<file path="src/rtl/baud_rate_ctrl.sv">
// Baud rate configuration sequencer.
// Accepts a preset or custom divisor request and waits for the transmitter to drain.
// It then writes the divisor to the baud generator, low byte first, and holds the
// transmitter off until the new rate has settled. A default rate is loaded after reset.
module baud_rate_ctrl #(
   parameter logic [15:0] DIV_4800     = 16'd651,
   parameter logic [15:0] DIV_9600     = 16'd326,
   parameter logic [15:0] DIV_19200    = 16'd163,
   parameter logic [15:0] DIV_38400    = 16'd81,
   parameter logic [1:0]  DEFAULT_CODE = 2'b01,
   parameter int unsigned DRAIN_MAX    = 4096,
   parameter int unsigned SETTLE_CYC   = 16
) (
   input  logic        clk,
   input  logic        rst,
   input  logic        req_valid,
   output logic        req_ready,
   input  logic        req_custom,
   input  logic [1:0]  req_code,
   input  logic [15:0] req_div,
   input  logic        tx_busy,
   output logic        tx_hold,
   output logic        baud_write_en,
   output logic        baud_write_location,
   output logic [7:0]  baud_generator_write_line,
   output logic        cfg_done,
   output logic        cfg_err,
   output logic [15:0] cur_div
);

   localparam logic [12:0] DRAIN_LAST  = 13'(DRAIN_MAX - 1);
   localparam logic [4:0]  SETTLE_LAST = 5'(SETTLE_CYC - 1);

   typedef enum logic [2:0] {StInit, StIdle, StDrain, StWrLo, StWrHi, StSettle} state_e;

   state_e      state_q, state_d;
   logic [15:0] div_q, div_d;
   logic [12:0] drain_cnt_q, drain_cnt_d;
   logic [4:0]  settle_cnt_q, settle_cnt_d;
   logic [15:0] cur_div_q, cur_div_d;
   logic        cfg_err_q, cfg_err_d;
   logic        cfg_done_q, cfg_done_d;

   function automatic logic [15:0] preset(input logic [1:0] code);
      logic [15:0] d;
      unique case (code)
         2'b00:   d = DIV_4800;
         2'b01:   d = DIV_9600;
         2'b10:   d = DIV_19200;
         default: d = DIV_38400;
      endcase
      return d;
   endfunction

   // State and datapath registers; reset restarts with the default rate.
   always_ff @(posedge clk) begin
      if (rst) begin
         state_q      <= StInit;
         div_q        <= preset(DEFAULT_CODE);
         drain_cnt_q  <= '0;
         settle_cnt_q <= '0;
         cur_div_q    <= '0;
         cfg_err_q    <= 1'b0;
         cfg_done_q   <= 1'b0;
      end else begin
         state_q      <= state_d;
         div_q        <= div_d;
         drain_cnt_q  <= drain_cnt_d;
         settle_cnt_q <= settle_cnt_d;
         cur_div_q    <= cur_div_d;
         cfg_err_q    <= cfg_err_d;
         cfg_done_q   <= cfg_done_d;
      end
   end

   // Next-state logic for the sequencer.
   always_comb begin
      state_d      = state_q;
      div_d        = div_q;
      drain_cnt_d  = drain_cnt_q;
      settle_cnt_d = settle_cnt_q;
      cur_div_d    = cur_div_q;
      cfg_err_d    = cfg_err_q;
      cfg_done_d   = 1'b0;
      unique case (state_q)
         StInit: state_d = StWrLo;
         StIdle: begin
            if (req_valid) begin
               if (req_custom && (req_div == 16'h0000)) begin
                  cfg_err_d = 1'b1;
               end else begin
                  div_d       = req_custom ? req_div : preset(req_code);
                  cfg_err_d   = 1'b0;
                  drain_cnt_d = '0;
                  state_d     = StDrain;
               end
            end
         end
         StDrain: begin
            if (!tx_busy) begin
               state_d = StWrLo;
            end else if (drain_cnt_q == DRAIN_LAST) begin
               // Transmitter never went idle: give up without touching the generator.
               cfg_err_d = 1'b1;
               state_d   = StIdle;
            end else begin
               drain_cnt_d = drain_cnt_q + 13'd1;
            end
         end
         StWrLo: state_d = StWrHi;
         StWrHi: begin
            settle_cnt_d = '0;
            state_d      = StSettle;
         end
         StSettle: begin
            if (settle_cnt_q == SETTLE_LAST) begin
               cfg_done_d = 1'b1;
               cur_div_d  = div_q;
               state_d    = StIdle;
            end else begin
               settle_cnt_d = settle_cnt_q + 5'd1;
            end
         end
         default: state_d = StInit;
      endcase
   end

   // Outputs decoded from the current state.
   always_comb begin
      req_ready                 = (state_q == StIdle);
      tx_hold                   = (state_q != StIdle);
      baud_write_en             = (state_q == StWrLo) || (state_q == StWrHi);
      baud_write_location       = (state_q == StWrHi);
      baud_generator_write_line = 8'h00;
      if (state_q == StWrLo) baud_generator_write_line = div_q[7:0];
      if (state_q == StWrHi) baud_generator_write_line = div_q[15:8];
   end

   assign cfg_done = cfg_done_q;
   assign cfg_err  = cfg_err_q;
   assign cur_div  = cur_div_q;

endmodule

</file>
<file path="config.mk">
export PLATFORM = sky130hd
export DESIGN_NAME = baud_rate_ctrl
export DESIGN_NICKNAME = d
export VERILOG_FILES = /design/src/rtl/baud_rate_ctrl.sv
export SDC_FILE = /design/constraint.sdc
export NUM_CORES = 1
export LEC_CHECK = 0
export CAP_MARGIN = 20
export CORE_MARGIN = 2
export CORE_UTILIZATION = 46
export DETAILED_ROUTE_END_ITERATION = 10
export PLACE_DENSITY = 0.72
export SLEW_MARGIN = 20
export SYNTH_ARGS = -nofsm -noshare
export SYNTH_HDL_FRONTEND = slang
export SYNTH_SLANG_ARGS = --single-unit
</file>
<file path="constraint.sdc">
create_clock -name clk -period 4.6 [get_ports clk]
set_clock_uncertainty 0.2 [all_clocks]
set_input_delay 0.69 -clock clk [delete_from_list [all_inputs] [get_ports clk]]
set_output_delay 0.69 -clock clk [all_outputs]
set_load 0.02 [all_outputs]
</file>
==> results of run 1 <==
==> power groups by stage <==
stage | Combinational (uW) | Clock (uW) | Sequential, uW
3_5_place_dp | 128 | 0 | 517
4_1_cts | 129 | 337 | 506
3_3_place_gp | 127 | 0 | 516
5_1_grt | 141 | 358 | 508
2_1_floorplan | 85.7 | 0 | 510
6_report | 128 | 333 | 506
==> logic make-up (layout without fill, tap and decap cells) <==
| group | after synthesis | in the layout | share of synthesized area (%) |
|---|---|---|---|
| XOR/XNOR | 1 | 1 | 0.3372 |
| adder cells (fa/ha/maj) | 3 | 3 | 1.445 |
| AO/OA/AOI/OAI | 71 | 71 | 18.84 |
| buffers and inverters | 27 | 66 | 5.347 |
| multiplexers | 1 | 1 | 0.3854 |
| flip-flops | 55 | 55 | 42.39 |
| AND/OR/NAND/NOR | 159 | 159 | 31.26 |
==> worst max-delay path, cell delays in order, from the launching register on <==
cell and delay [ns]:
dfxtp_1 0.49, and2b_1 0.29, nor2b_1 0.65, a22o_1 0.27
clkdlybuf4s50_1 0.61
==> through the flow <==
stage / utilization, % / hold slack (ns) / instance area, um2
global route: 58.57 / 0.2894 / 3206
floorplan: - / 0.2448 / 2597
global placement: 56.47 / 0.2421 / 3090
CTS: 58.57 / 0.2601 / 3206
finish: 58.57 / 0.2578 / 3206
detailed placement: 56.47 / 0.2463 / 3090
==> routing by layer <==
metal  vias to the layer above  share of wire, %
met5                         -                 0
met4                         0               1.2
met3                         5               3.9
met2                        44                45
met1                      1100                50
li1                       1209                 -
==> synthesized netlist by cell type (5+ instances only) <==
cell type,count
nand2_1,57
nand3_1,21
nand2b_1,5
a211oi_1,6
clkbuf_1,11
nor3_1,18
inv_1,5
nor4_1,5
nand4_1,5
and3_1,8
a22o_1,8
nor2_1,18
a21oi_1,33
dfxtp_1,55
==> registers in the layout, summed over array words and instances (netlist names) <==
register      flops
cfg_done          1
cfg_err           1
cur_div          16
div_q            16
drain_cnt_q      13
settle_cnt_q      5
state_q           3
==> placed cells by master, fill, tap and decap left out, drive strengths merged, types with 3 or more instances in the layout <==
cell and n:
a31oi 4, a211o 3, nor3 19, nor3b 3
and3 8, nand2b 5, o41ai 3, a22o 8
inv 6, nand2 57, dfxtp 55, nand4 5
a211oi 6, nand3 21, a21o 3, nor2 19
clkbuf 5, nor4 6, ha 3, a21oi 33
clkdlybuf4s50 51
==> layout make-up <==
class | count | area, um2
Clock buffer | 5 | 68.82
Clock inverter | 3 | 46.29
Fill cell | 528 | 2267
Inverter | 5 | 18.77
Multi-Input combinational cell | 235 | 1358
Sequential cell | 55 | 1101
Tap cell | 72 | 90.09
Timing Repair Buffer | 53 | 523.0
==> how the worst max path moves through the flow <==
stage,endpoint,slack (ns),cells past startpoint
after floorplan,baud_generator_write_line[0],2.14,5
after global placement,baud_generator_write_line[0],1.57,4
after detailed placement,baud_generator_write_line[4],1.47,4
after CTS,baud_generator_write_line[4],1.10,4
after global routing,baud_generator_write_line[4],0.94,4
final,baud_generator_write_line[4],1.08,4
==> results.toml, run 1 <==
[run]
maxCapViolations = 0

[worst_setup_path]
startpoint_type = "flop"
r2r_slack_ns = 2.11
worstPathArrival_ns = 2.63
r2r-start = "state_q[0]"
rr_worst_depth = 5
r2r_end = "drain_cnt_q[9]"
cp-startpoint = "state_q[2]"
path_max_fanout = 10
endpoint_kind = "output pin"
crit_required_ns = 3.71
crit_type = "reg2out"

[min_path]
hold_depth = 2
min_from = "cur_div[14]"
hold_end = "cur_div[14]"
hold_class = "reg2reg"

[sta]
max_freq_mhz = 283.9
fin_crit_ns = 3.523
max-slew-margin-rel_pct = 49.43
hold_violations = 0
worst_pin_slew_ns = 0.7570
slew_viol_final = 0
final.period_utilization_pct = 76.58
rsz0062_at_grt = "no"
finalSetupTns_ns = 0
setup_viol = 0
setup_slack_ns = 1.077

[floorplan]
core-area_um2 = 5473
die_width_um = 79.15
die-area_um2 = 6264
rows = 27
start_util_pct = 47.46
die_h_um = 79.15
io_pins = 53

[clock_tree]
cts_tree = "done"
post_cts_resized = 0
clkLatencyLatePin_ns = 0.31
clkSlewWorstSetupHoldPaths_ns = 0.10
cts.path.max_buffers = 2
cts-root-buf = "clkbuf_8"
cts_setup_buffers = 0
h-tree-depth = 2
cts_buffers = 5
ctsHoldBuffers = 0
cts.sinks = 55

[synthesis]
synth.top_cell.area_share_pct = 42.39
synth_nets = 343
synthTopCellsByArea = "dfxtp_1 (42%), nand2_1 (8.2%), a21oi_1 (6.4%)"
yosys_warnings = 0
synth-edff-count = 0
synth_cells = 317
avgSynthCellArea_um2 = 8.194
ys_seq_area_share_pct = 42.39
yosysTopAreaCell = "dfxtp_1"
synth_cell_types = 54
netlist_area_um2 = 2597
synthFlopType = "dfxtp_1"
synthArstFlopShare_pct = 0
synth_seq_cells = 55

[route]
ant_nets = 0
via_count = 2358
drt-initial-drc-count = 120
route.detailed.drc = 0
drtPass1Iterations = 4
routed_wl_mm = 6.224
route.detailed.wl_per_inst_um = 14.54
viasPerCell = 5.509

[global_route]
grt_max_degree = 55
antenna_found_initial = 0
grt.met2_usage_pct = 30.68
grt_use_total_pct = 20.65
grt_pass1_wl_mm = 10.05
grt.busiest_layer = "met2"
overflow = 0
grt_use_met3_pct = 4.091
grt_util_met1_pct = 30.20
grt_pass1_vias = 2006

[layout]
drive_above_1_share_pct = 5.618
insertedDiodeCount = 0
area_delta_synth_final_pct = 23.41
num-nets-final = 381
instances_no_fill = 428

[power]
p_switching_uw = 256.9
p_int_uw = 710.5
power_uw = 967.5
combPwrFrac_pct = 13.2
p_sw_share_pct = 26.56
leakage_uw = 0.001141
clock_power_share_pct = 34.5
sequentialPowerShare_pct = 52.3
power.density_nw_per_um2 = 301.8
ir_drop_mv = 0.1727

[run_status]
run_status = "finished, final reports clean"

[placement]
place.gp.congestion = 0.7381
post-place-cells = 420
portBuffers = 52
dp_hpwl_mm = 4.365
dp_slack_ns = 1.472
Power figures use the tool's default switching activity.
==> run 2, diff against run 1 <==
PLACE_DENSITY = 0.75   (was 0.72)
clock period = 3.2 ns   (was 4.6 ns; I/O delays follow)
==> run 2 against run 1 <==
Against the previous run:
- setup slack got worse by 0.78 ns
- clock-buffer cell count unchanged
- flip-flop and latch count did not move
- via count up 2.9%
- worst hold slack barely moved
- die area unchanged
- clock power is 18% higher
- design area about the same
- sequential share of layout area hardly changed
- first-iteration DRC count is 68% higher
- wire length fell by 2.4%
- power is 35% higher
- critical path type unchanged
==> results.toml, run 2 (same netlist as run 1, synthesis figures left out) <==
[run_status]
run_status = "finished, final reports clean"

[placement]
place.gp.congestion = 0.8393
dp_hpwl_mm = 4.435
portBuffers = 52
dp_slack_ns = 0.6062

[global_route]
grt_max_degree = 31
overflow = 0
grt_pass1_vias = 2104
grt_pass1_wl_mm = 10.14
antenna_found_initial = 0
grt_use_total_pct = 20.47

[sta]
worst_pin_slew_ns = 0.6305
max_freq_mhz = 344.8
hold_violations = 0
rsz0062_at_grt = "no"
finalSetupTns_ns = 0
slew_viol_final = 0
setup_viol = 0
final.period_utilization_pct = 90.63
setup_slack_ns = 0.2998
max-slew-margin-rel_pct = 57.85
fin_crit_ns = 2.900

[floorplan]
rows = 27
core-area_um2 = 5473
die_h_um = 79.15
io_pins = 53
die-area_um2 = 6264
start_util_pct = 47.46
die_width_um = 79.15

[route]
viasPerCell = 5.631
routed_wl_mm = 6.073
route.detailed.drc = 0
route.detailed.wl_per_inst_um = 14.09
drtPass1Iterations = 4
ant_nets = 0
via_count = 2427
drt-initial-drc-count = 201

[power]
leakage_uw = 0.001151
power.density_nw_per_um2 = 408.2
ir_drop_mv = 0.2701

[worst_setup_path]
crit_required_ns = 2.52
startpoint_type = "flop"
path_max_fanout = 10
crit_type = "reg2out"
worstPathArrival_ns = 2.22
r2r_slack_ns = 0.85
cp-startpoint = "state_q[2]"
crit_path_end = "baud_generator_write_line[3]"
r2r-start = "drain_cnt_q[0]"
endpoint_kind = "output pin"
r2r_end = "drain_cnt_q[9]"
rr_worst_depth = 6

[run]
maxCapViolations = 0

[clock_tree]
h-tree-depth = 2
cts_tree = "done"
cts.sinks = 55
clkLatencyLatePin_ns = 0.31
cts.path.max_buffers = 2
clkSlewWorstSetupHoldPaths_ns = 0.11
cts-root-buf = "clkbuf_8"
ctsHoldBuffers = 0
cts_buffers = 5
post_cts_resized = 0
cts_setup_buffers = 0

[layout]
fillerInstances = 544
num-nets-final = 384
layout_commonest_cell = "nand2_1"
drive_above_1_share_pct = 6.407
mostFrequentLayoutCells = "nand2_1 (57), dfxtp_1 (55), clkdlybuf4s50_1 (51)"
area_delta_synth_final_pct = 23.36
insertedDiodeCount = 0

[min_path]
min_from = "cur_div[7]"
hold_class = "reg2reg"
[run 2: where the power goes]
part,switching (uW),internal [uW],total (uW)
Clock,237,157,394
Combinational,101,85.8,187
Sequential,24.4,702,727
[run 2: layout make-up]
class / instances / area, um2 / share of cell area, %
well taps: 72 / 90.09 / 2.811
multi-input cells: 235 / 1358 / 42.37
clock inverters: 3 / 22.52 / 0.7029
flip-flops and latches: 55 / 1101 / 34.36
repair buffers: 56 / 545.5 / 17.02
inverters: 5 / 18.77 / 0.5857
clock buffers: 5 / 68.82 / 2.148
[run 2: worst min path at each step]
stage,slack [ns],endpoint,depth (start not counted)
floorplan,0.24,cur_div[0],2
global placement,0.24,cur_div[9],2
detailed placement,0.25,cur_div[7],2
CTS,0.26,cur_div[7],2
global route,0.28,cur_div[10],2
finish,0.26,cur_div[7],2
[run 2: per-stage QoR]
| step | area (um2) | hold slack (ns) | utilization, % | power, uW | cells |
|---|---|---|---|---|---|
| finish | 3204 | 0.2580 | 58.55 | 1308 | 431 |
| global route | 3204 | 0.2792 | 58.55 | 1369 | 431 |
| CTS | 3204 | 0.2630 | 58.55 | 1318 | 431 |
| detailed placement | 3113 | 0.2482 | 56.88 | 929.4 | 423 |
| global placement | 3113 | 0.2429 | 56.88 | 927.5 | 423 |
| floorplan | 2597 | 0.2448 | - | 855.5 | 317 |
[run 2: worst max-delay path: stages, from the launching register on]
cell and delay, ns:
dfxtp_1 0.50, and2b_1 0.30, nor2b_1 0.16, buf_4 0.18, a22o_1 0.17, clkdlybuf4s50_1 0.60
[run 2: layer usage]
| metal | routed length (um) | GRT usage, % | share of wire [%] | vias to the layer above |
|---|---|---|---|---|
| li1 | - | - | - | 1220 |
| met1 | 2873 | 29.11 | 47 | 1137 |
| met2 | 2841 | 30.93 | 47 | 66 |
| met3 | 306 | 4.886 | 5.0 | 4 |
| met4 | 52 | 5.690 | 0.86 | 0 |
| met5 | 0 | 0 | 0 | - |
